### src/rtl/srcb_pkg.sv
// Shared definitions for the ALU source-B operand stage: mode encodings,
// the operand record layout and the legal-mode check.
package srcb_pkg;

  localparam logic [2:0] SRCB_REG      = 3'b000;
  localparam logic [2:0] SRCB_INC      = 3'b001;
  localparam logic [2:0] SRCB_SEXT     = 3'b010;
  localparam logic [2:0] SRCB_SEXT_SHL = 3'b011;
  localparam logic [2:0] SRCB_ZEXT     = 3'b100;
  localparam logic [2:0] SRCB_LUI      = 3'b101;

  // Reference layout at the default 32-bit width; the top level declares
  // the same {data, sel} record at its own WIDTH.
  typedef struct packed {
    logic [31:0] data;
    logic [2:0]  sel;
  } srcb_operand_t;

  function automatic logic is_legal_sel(input logic [2:0] s);
    return (s <= SRCB_LUI);
  endfunction

endpackage

### src/rtl/srcb_skid_buffer.sv
// Generic 2-entry registered skid buffer with valid/ready handshakes.
// in_ready and out_valid are decoded from the state register only.
module srcb_skid_buffer #(
  parameter int unsigned W = 8
) (
  input  logic         clk,
  input  logic         reset,
  input  logic         in_valid,
  output logic         in_ready,
  input  logic [W-1:0] in_data,
  output logic         out_valid,
  input  logic         out_ready,
  output logic [W-1:0] out_data
);

  typedef enum logic [1:0] {EMPTY, ONE, FULL} state_t;

  state_t     state, state_next;
  logic [W-1:0] head, skid;
  logic       push, pop;

  assign in_ready  = (state != FULL);
  assign out_valid = (state != EMPTY);
  assign out_data  = head;
  assign push      = in_valid && in_ready;
  assign pop       = out_valid && out_ready;

  always_comb begin
    state_next = state;
    unique case (state)
      EMPTY: if (push) state_next = ONE;
      ONE: begin
        if (push && !pop)      state_next = FULL;
        else if (!push && pop) state_next = EMPTY;
      end
      FULL:  if (pop) state_next = ONE;
      default: state_next = EMPTY;
    endcase
  end

  always_ff @(posedge clk) begin
    if (reset) begin
      state <= EMPTY;
      head  <= '0;
      skid  <= '0;
    end else begin
      state <= state_next;
      // The head only reloads when it is free or being consumed; otherwise
      // a new entry parks in the skid slot.
      unique case (state)
        EMPTY: if (push) head <= in_data;
        ONE: begin
          if (push && pop)  head <= in_data;
          else if (push)    skid <= in_data;
        end
        FULL:  if (pop) head <= skid;
        default: ;
      endcase
    end
  end

endmodule

### src/rtl/srcb_operand_stage.sv
// Registered ALU source-B operand select: forms the operand from the chosen
// mode, tracks illegal modes in a sticky flag and queues through a skid buffer.
module srcb_operand_stage
  import srcb_pkg::*;
#(
  parameter int unsigned WIDTH     = 32,
  parameter int unsigned IMM_WIDTH = 16,
  parameter int unsigned SHAMT     = 2,
  parameter int unsigned CONST_INC = 4
) (
  input  logic                 clk,
  input  logic                 reset,
  input  logic                 in_valid,
  output logic                 in_ready,
  input  logic [WIDTH-1:0]     b_reg,
  input  logic [IMM_WIDTH-1:0] imm,
  input  logic [2:0]           sel,
  output logic                 out_valid,
  input  logic                 out_ready,
  output logic [WIDTH-1:0]     out_data,
  output logic [2:0]           out_sel,
  input  logic                 err_clr,
  output logic                 err
);

  typedef struct packed {
    logic [WIDTH-1:0] data;
    logic [2:0]       sel;
  } operand_t;

  operand_t         operand_in, operand_out;
  logic [WIDTH-1:0] sext_imm, zext_imm, lui_imm;
  logic             push;

  assign sext_imm = {{(WIDTH-IMM_WIDTH){imm[IMM_WIDTH-1]}}, imm};
  assign zext_imm = {{(WIDTH-IMM_WIDTH){1'b0}}, imm};
  assign lui_imm  = {imm, {(WIDTH-IMM_WIDTH){1'b0}}};
  assign push     = in_valid && in_ready;

  always_comb begin
    operand_in.data = '0;
    operand_in.sel  = sel;
    case (sel)
      SRCB_REG:      operand_in.data = b_reg;
      SRCB_INC:      operand_in.data = WIDTH'(CONST_INC);
      SRCB_SEXT:     operand_in.data = sext_imm;
      SRCB_SEXT_SHL: operand_in.data = sext_imm << SHAMT;
      SRCB_ZEXT:     operand_in.data = zext_imm;
      SRCB_LUI:      operand_in.data = lui_imm;
      default:       operand_in.data = '0;
    endcase
  end

  // Setting on an illegal push takes priority over a simultaneous clear.
  always_ff @(posedge clk) begin
    if (reset)                           err <= 1'b0;
    else if (push && !is_legal_sel(sel)) err <= 1'b1;
    else if (err_clr)                    err <= 1'b0;
  end

  srcb_skid_buffer #(
    .W($bits(operand_t))
  ) u_skid (
    .clk       (clk),
    .reset     (reset),
    .in_valid  (in_valid),
    .in_ready  (in_ready),
    .in_data   (operand_in),
    .out_valid (out_valid),
    .out_ready (out_ready),
    .out_data  (operand_out)
  );

  assign out_data = operand_out.data;
  assign out_sel  = operand_out.sel;

endmodule

### config.mk
export PLATFORM = sky130hd
export DESIGN_NAME = srcb_operand_stage
export DESIGN_NICKNAME = d
export VERILOG_FILES = /design/src/rtl/srcb_pkg.sv /design/src/rtl/srcb_skid_buffer.sv /design/src/rtl/srcb_operand_stage.sv
export SDC_FILE = /design/constraint.sdc
export NUM_CORES = 1
export LEC_CHECK = 0
export CAP_MARGIN = 20
export CORE_ASPECT_RATIO = 1.25
export CORE_MARGIN = 2
export CORE_UTILIZATION = 55
export DETAILED_ROUTE_END_ITERATION = 10
export GPL_ROUTABILITY_DRIVEN = 0
export HOLD_SLACK_MARGIN = 0.03
export PLACE_DENSITY = 0.9
export SYNTH_ARGS = -nofsm -noshare
export SYNTH_HDL_FRONTEND = slang
export SYNTH_HIERARCHICAL = 1
export SYNTH_SLANG_ARGS = --single-unit
### constraint.sdc
create_clock -name clk -period 6.1 [get_ports clk]
set_input_delay 1.22 -clock clk [delete_from_list [all_inputs] [get_ports clk]]
set_output_delay 1.22 -clock clk [all_outputs]
set_load 0.1 [all_outputs]
==> results of run 1 <==
==> report_power, final <==
| part | internal (mW) | total, mW | switching [mW] |
|---|---|---|---|
| clock network | 0.168 | 0.347 | 0.179 |
| registers | 0.508 | 0.528 | 0.0199 |
| logic | 0.144 | 0.473 | 0.329 |
==> cells in the mapped netlist, drive strengths merged <==
master   instances
nand2           75
a211oi          74
dfxtp           73
a21oi           53
mux2i           47
buf             28
clkbuf          22
o2bb2ai         15
o21ai           13
a32oi           10
inv              4
nor2             4
a22oi            3
and2             3
mux2             3
nand3            3
and2b            2
and3b            2
ha               2
nand2b           2
or2              2
a21o             1
a2bb2oi          1
a31o             1
and3             1
nand3b           1
nand4            1
nor2b            1
nor3b            1
o211ai           1
o22a             1
o22ai            1
or2b             1
==> cell families after synthesis <==
kind of cell	after synthesis	synth area share
compound gates	174	0.3212
flops	73	0.3490
buf+inv	54	0.09112
fa+ha+maj	2	0.005975
simple gates	99	0.1114
mux	50	0.1213
==> worst max-delay path: cells and delay by family (launching register included) <==
kind	cells	cell delay, ns
flops	1	0.46
simple gates	1	0.17
buf+inv	1	1.13
==> layout make-up <==
| class | count | area share |
|---|---|---|
| clock buffer | 11 | 0.02971 |
| clock inverter | 4 | 0.005401 |
| inverter | 4 | 0.003928 |
| multi-input combinational | 325 | 0.4606 |
| sequential | 73 | 0.2868 |
| tap | 92 | 0.02259 |
| timing repair buffer | 100 | 0.1910 |
==> stage by stage <==
step                total power, mW  instance area (µm²)    util  cells  setup WS [ns]
CTS                           1.344                 5096  0.6886    609          2.778
detailed placement            1.007                 4917  0.6644    594          2.669
floorplan                    0.8935                 4188       -    452          3.594
global route                  1.392                 5096  0.6886    609          2.743
finish                        1.349                 5096  0.6886    609          2.766
global placement             0.9966                 4917  0.6644    594          2.745
==> registers in the layout, indices dropped and copies added, names as in the netlist <==
signal,cells
u_skid/state,2
u_skid/skid,35
u_skid/out_data,35
err,1
==> metal layers <==
layer | wire, µm | track usage
met3 | 851 | 0.03654
met4 | 366 | 0.1423
met1 | 4698 | 0.3498
met5 | 0 | 0
met2 | 5789 | 0.4884
==> worst min-delay path by stage <==
stage | end | slack [ns] | cells after the start
floorplan | u_skid/skid[0] | 0.44 | 2
global placement | u_skid/skid[28] | 0.44 | 2
detailed placement | u_skid/skid[29] | 0.45 | 2
CTS | u_skid/skid[29] | 0.46 | 2
global route | u_skid/skid[13] | 0.47 | 2
finish | u_skid/skid[29] | 0.46 | 2
==> out/metrics.cfg, run 1 <==
[run_status]
status = finished, final reports clean

[die]
core-area_um2 = 7401
fp.dieH_um = 101.6
io_pins = 94
num_rows = 35
fp.dieArea_um2 = 8332
die_w_um = 82.05
initial_core_util = 0.5658

[timing]
holdWs_ns = 0.4554
hold_viol = 0
post-route-min-period_ns = 3.334
slew_violations = 0
fin_setup_tns_ns = 0
rsz0062_at_grt = false
slew_headroom = 0.3419
fmax_ghz = 0.3000
setup_viol = 0
skew_ns = 0.007137
fin_crit_sh = 0.5465
worstMarginPinSlew_ns = 0.9841

[synth]
synth_top_area_cell = dfxtp_1
yosysUniqueCellTypes = 49
yosysWarnings = 6
synthTopCellsByArea = dfxtp_1, mux2i_1, a211oi_2, a211oi_1, nand2_1
syn_nets = 510
ys_seq_area_frac = 0.3490
syn_inst = 452
synth_top_area_share = 0.3490
netlist_area_um2 = 4188
syn_avg_cell_area_um2 = 9.265
ys_ff_latch = 73

[clocking]
root_buffer = clkbuf_8
cts-resized-gates = 0
worstSkewPairLatency_ns = 0.35
clock_sinks = 73
cts_buffer_depth = 2
path_clk_slew_ns = 0.08
cts_tree = built
htree_levels = 3
cts_setup_buffers = 0
cts_hold_buf = 0
cts_buffers = 9

[drt]
ant_nets = 0
drt_iter0_drc = 393
wl_per_cell_um = 19.22
drt_drc_violations_left = 0
num_vias = 3869
route.detailed.vias_per_inst = 6.353
wl_um = 11710
first_pass_iters = 8

[final_layout]
final_common_cell = clkdlybuf4s50_1
layout-drive-gt1-share = 0.1451
num_antenna_cells = 0
multi_input_area_um2 = 2347
seq_area_um2 = 1461
fill_cells = 582
syn_to_final_growth_pct = 21.69
final_cell_mix = clkdlybuf4s50_1, nand2_1, dfxtp_1
nets = 571

[setup_path]
crit_chain = or2_2 > clkdlybuf4s50_1
rr_startpoint = u_skid/state[0]
r2r_slack_ns = 3.11
required_ns = 4.88
startpoint = u_skid/state[0]
slowest_stage = clkdlybuf4s50_1
crit_end = out_valid
crit_path_max_fanout = 7
cp-end-kind = output port
startpoint_type = flop
path_class = reg2out
critPathArrivalTime_ns = 2.11
ff2ff_path_depth = 8
cp_slowest_stage_delay_ns = 1.13
reg2reg_to = u_skid/out_data[15]

[placed_design]
io_buffers = 93
dp_hpwl_um = 7602

[global_routing]
grtUsageTotal = 0.2861
grt-ovfl-total = 0
grt_pass1_wl_um = 18280
antenna_found_initial = 0
grt_max_degree = 74
first_global_vias = 3675

[hold_path]
hold_path.class = reg2reg
min_from = u_skid/skid[29]

[job]
drv_cap = 0

[power]
p_leak_nw = 1.927
cellPowerDensity_nw_per_um2 = 264.7
ir_drop_mv = 0.1978

Note: power is estimated with default switching activity, not from simulation.
==> run 2: changes to the inputs <==
- CORE_UTILIZATION: 55 -> 46
- PLACE_DENSITY: 0.9 -> 0.81
- clock period: 6.1 -> 2.91 ns (I/O delays scaled with it)
==> out/metrics.cfg, run 2 (synthesis results as in run 1) <==
[setup_path]
cpMostUsedCell = buf_4
cp-end-kind = output port
crit_path_max_fanout = 38  ; +31
critPathTopFamily = buffers and inverters
path_class = reg2out
critPathBufInv = 2  ; +1
slowest_stage = buf_4
startpoint_type = flop
cp_slowest_stage_delay_ns = 0.55  ; -0.58 ns
critPathArrivalTime_ns = 1.92  ; -0.19 ns
crit_chain = nand2b_2 > buf_4 > buf_4
required_ns = 2.33  ; -2.55 ns

[power]
cellPowerDensity_nw_per_um2 = 604.6  ; +130%
power_mw = 3.120  ; +130%
ir_drop_mv = 0.2995  ; +51%
p_leak_nw = 2.053  ; +6.5%

[drt]
num_vias = 3828  ; -1.1%
drt_iter0_drc = 376  ; -4.3%
ant_nets = 0  ; unchanged
wl_um = 12140  ; +3.7%
wl_per_cell_um = 18.86  ; -1.9%
first_pass_iters = 5  ; -3
drt_drc_violations_left = 0  ; unchanged
route.detailed.vias_per_inst = 5.944  ; -6.4%

[final_layout]
post-route-util = 0.5898  ; -0.09877
num_antenna_cells = 0  ; unchanged
final_common_cell = nand2_1
syn_to_final_growth_pct = 23.21
final_cell_mix = nand2_1, dfxtp_1, clkdlybuf4s50_1
nets = 577  ; +1.1%
fill_cells = 772  ; +33%
layout-drive-gt1-share = 0.2271  ; +0.08203

[timing]
worstMarginPinSlew_ns = 0.7027  ; -0.2814 ns
fin_setup_tns_ns = 0  ; unchanged
slew_violations = 0  ; unchanged
post-route-min-period_ns = 2.505
rsz0062_at_grt = false
hold_viol = 0  ; unchanged
skew_ns = 0.004043  ; -0.003094 ns
setup_viol = 0  ; unchanged
fmax_ghz = 0.3993
fin_crit_sh = 0.8607
holdWs_ns = 0.4526  ; -0.002876 ns
slew_headroom = 0.5309  ; +0.1890

[global_routing]
grt_pass1_wl_um = 19150  ; +4.8%
grtUsageTotal = 0.2476  ; -0.03852
first_global_vias = 3814  ; +3.8%
grt-ovfl-total = 0  ; unchanged
antenna_found_initial = 0  ; unchanged
grt_max_degree = 39  ; -47%

[clocking]
cts_buffers = 9  ; unchanged
clock_sinks = 73  ; unchanged
cts_buffer_depth = 2  ; unchanged
cts-resized-gates = 0  ; unchanged
worstSkewPairLatency_ns = 0.35  ; about the same
cts_tree = built
cts_hold_buf = 0  ; unchanged
cts_setup_buffers = 0  ; unchanged
htree_levels = 3  ; unchanged
path_clk_slew_ns = 0.07  ; about the same
root_buffer = clkbuf_8

[die]
die_w_um = 89.34  ; +8.9%
core-area_um2 = 8748  ; +18%
fp.dieArea_um2 = 9888  ; +19%
initial_core_util = 0.4787  ; -0.08716
io_pins = 94  ; unchanged
num_rows = 38  ; +8.6%
fp.dieH_um = 110.7  ; +9.0%

[placed_design]
dp_hpwl_um = 8053  ; +5.9%
io_buffers = 93  ; unchanged

[hold_path]
hold_path.class = reg2reg

[run_status]
status = finished, final reports clean

[job]
drv_cap = 0  ; unchanged

-- run 2: changes by cell type in the layout (fill, tap and decap cells not counted), sizes merged --
cell           change
buf               +44
bufinv             +4
clkbuf             -1
clkdlybuf4s50     -38
clkinv             -1
inv                -1
-- run 2: through the flow --
stage | instance area [µm²] | worst slack (ns) | cells
after floorplan | 4188 | 0.5450 | 452
after global placement | 4902 | 0.3474 | 628
after detailed placement | 4902 | 0.2575 | 628
after CTS | 5160 | 0.3955 | 644
after global routing | 5160 | 0.3063 | 644
final | 5160 | 0.4054 | 644
-- run 2: worst min-delay path: cells and delay by family, from the launching register on --
family | cells | cell delay, ns
AOI/OAI and AO/OA | 1 | 0.05
DFF | 1 | 0.31
and+or+nand+nor | 1 | 0.05
-- run 2: final cells by class --
type	count	area, µm²	share of cell area
clock buffer	10	127.6	0.02473
multi-input combinational	325	2347	0.4549
clock inverter	6	130.1	0.02522
inverter	4	20.02	0.003880
sequential	73	1461	0.2832
tap	120	150.1	0.02910
timing repair buffer	106	923.4	0.1790
-- run 2: final timing paths --
path	end	from	cells after the start	slack, ns
hold reg to reg	u_skid/skid[3]	u_skid/skid[3]	2	0.45
setup reg to reg	u_skid/out_data[5]	u_skid/state[1]	8	0.60
setup / recovery	in_ready	u_skid/state[0]	3	0.41
hold / removal	u_skid/skid[3]	u_skid/skid[3]	2	0.45
-- run 2: where the power goes --
group / switching (mW) / internal [mW] / total, mW / leakage (nW)
Combinational: 0.693 / 0.289 / 0.981 / 1.33
Clock: 0.378 / 0.654 / 1.03 / 0.130
Sequential: 0.0416 / 1.07 / 1.11 / 0.597
-- run 2: layer usage --
metal / GRT usage / share of wire / vias up
met5: 0 / 0 / -
met4: 0.1194 / 0.031 / 0
met3: 0.03649 / 0.052 / 30
met2: 0.4030 / 0.50 / 146
met1: 0.3135 / 0.42 / 1843
li1: - / - / 1809
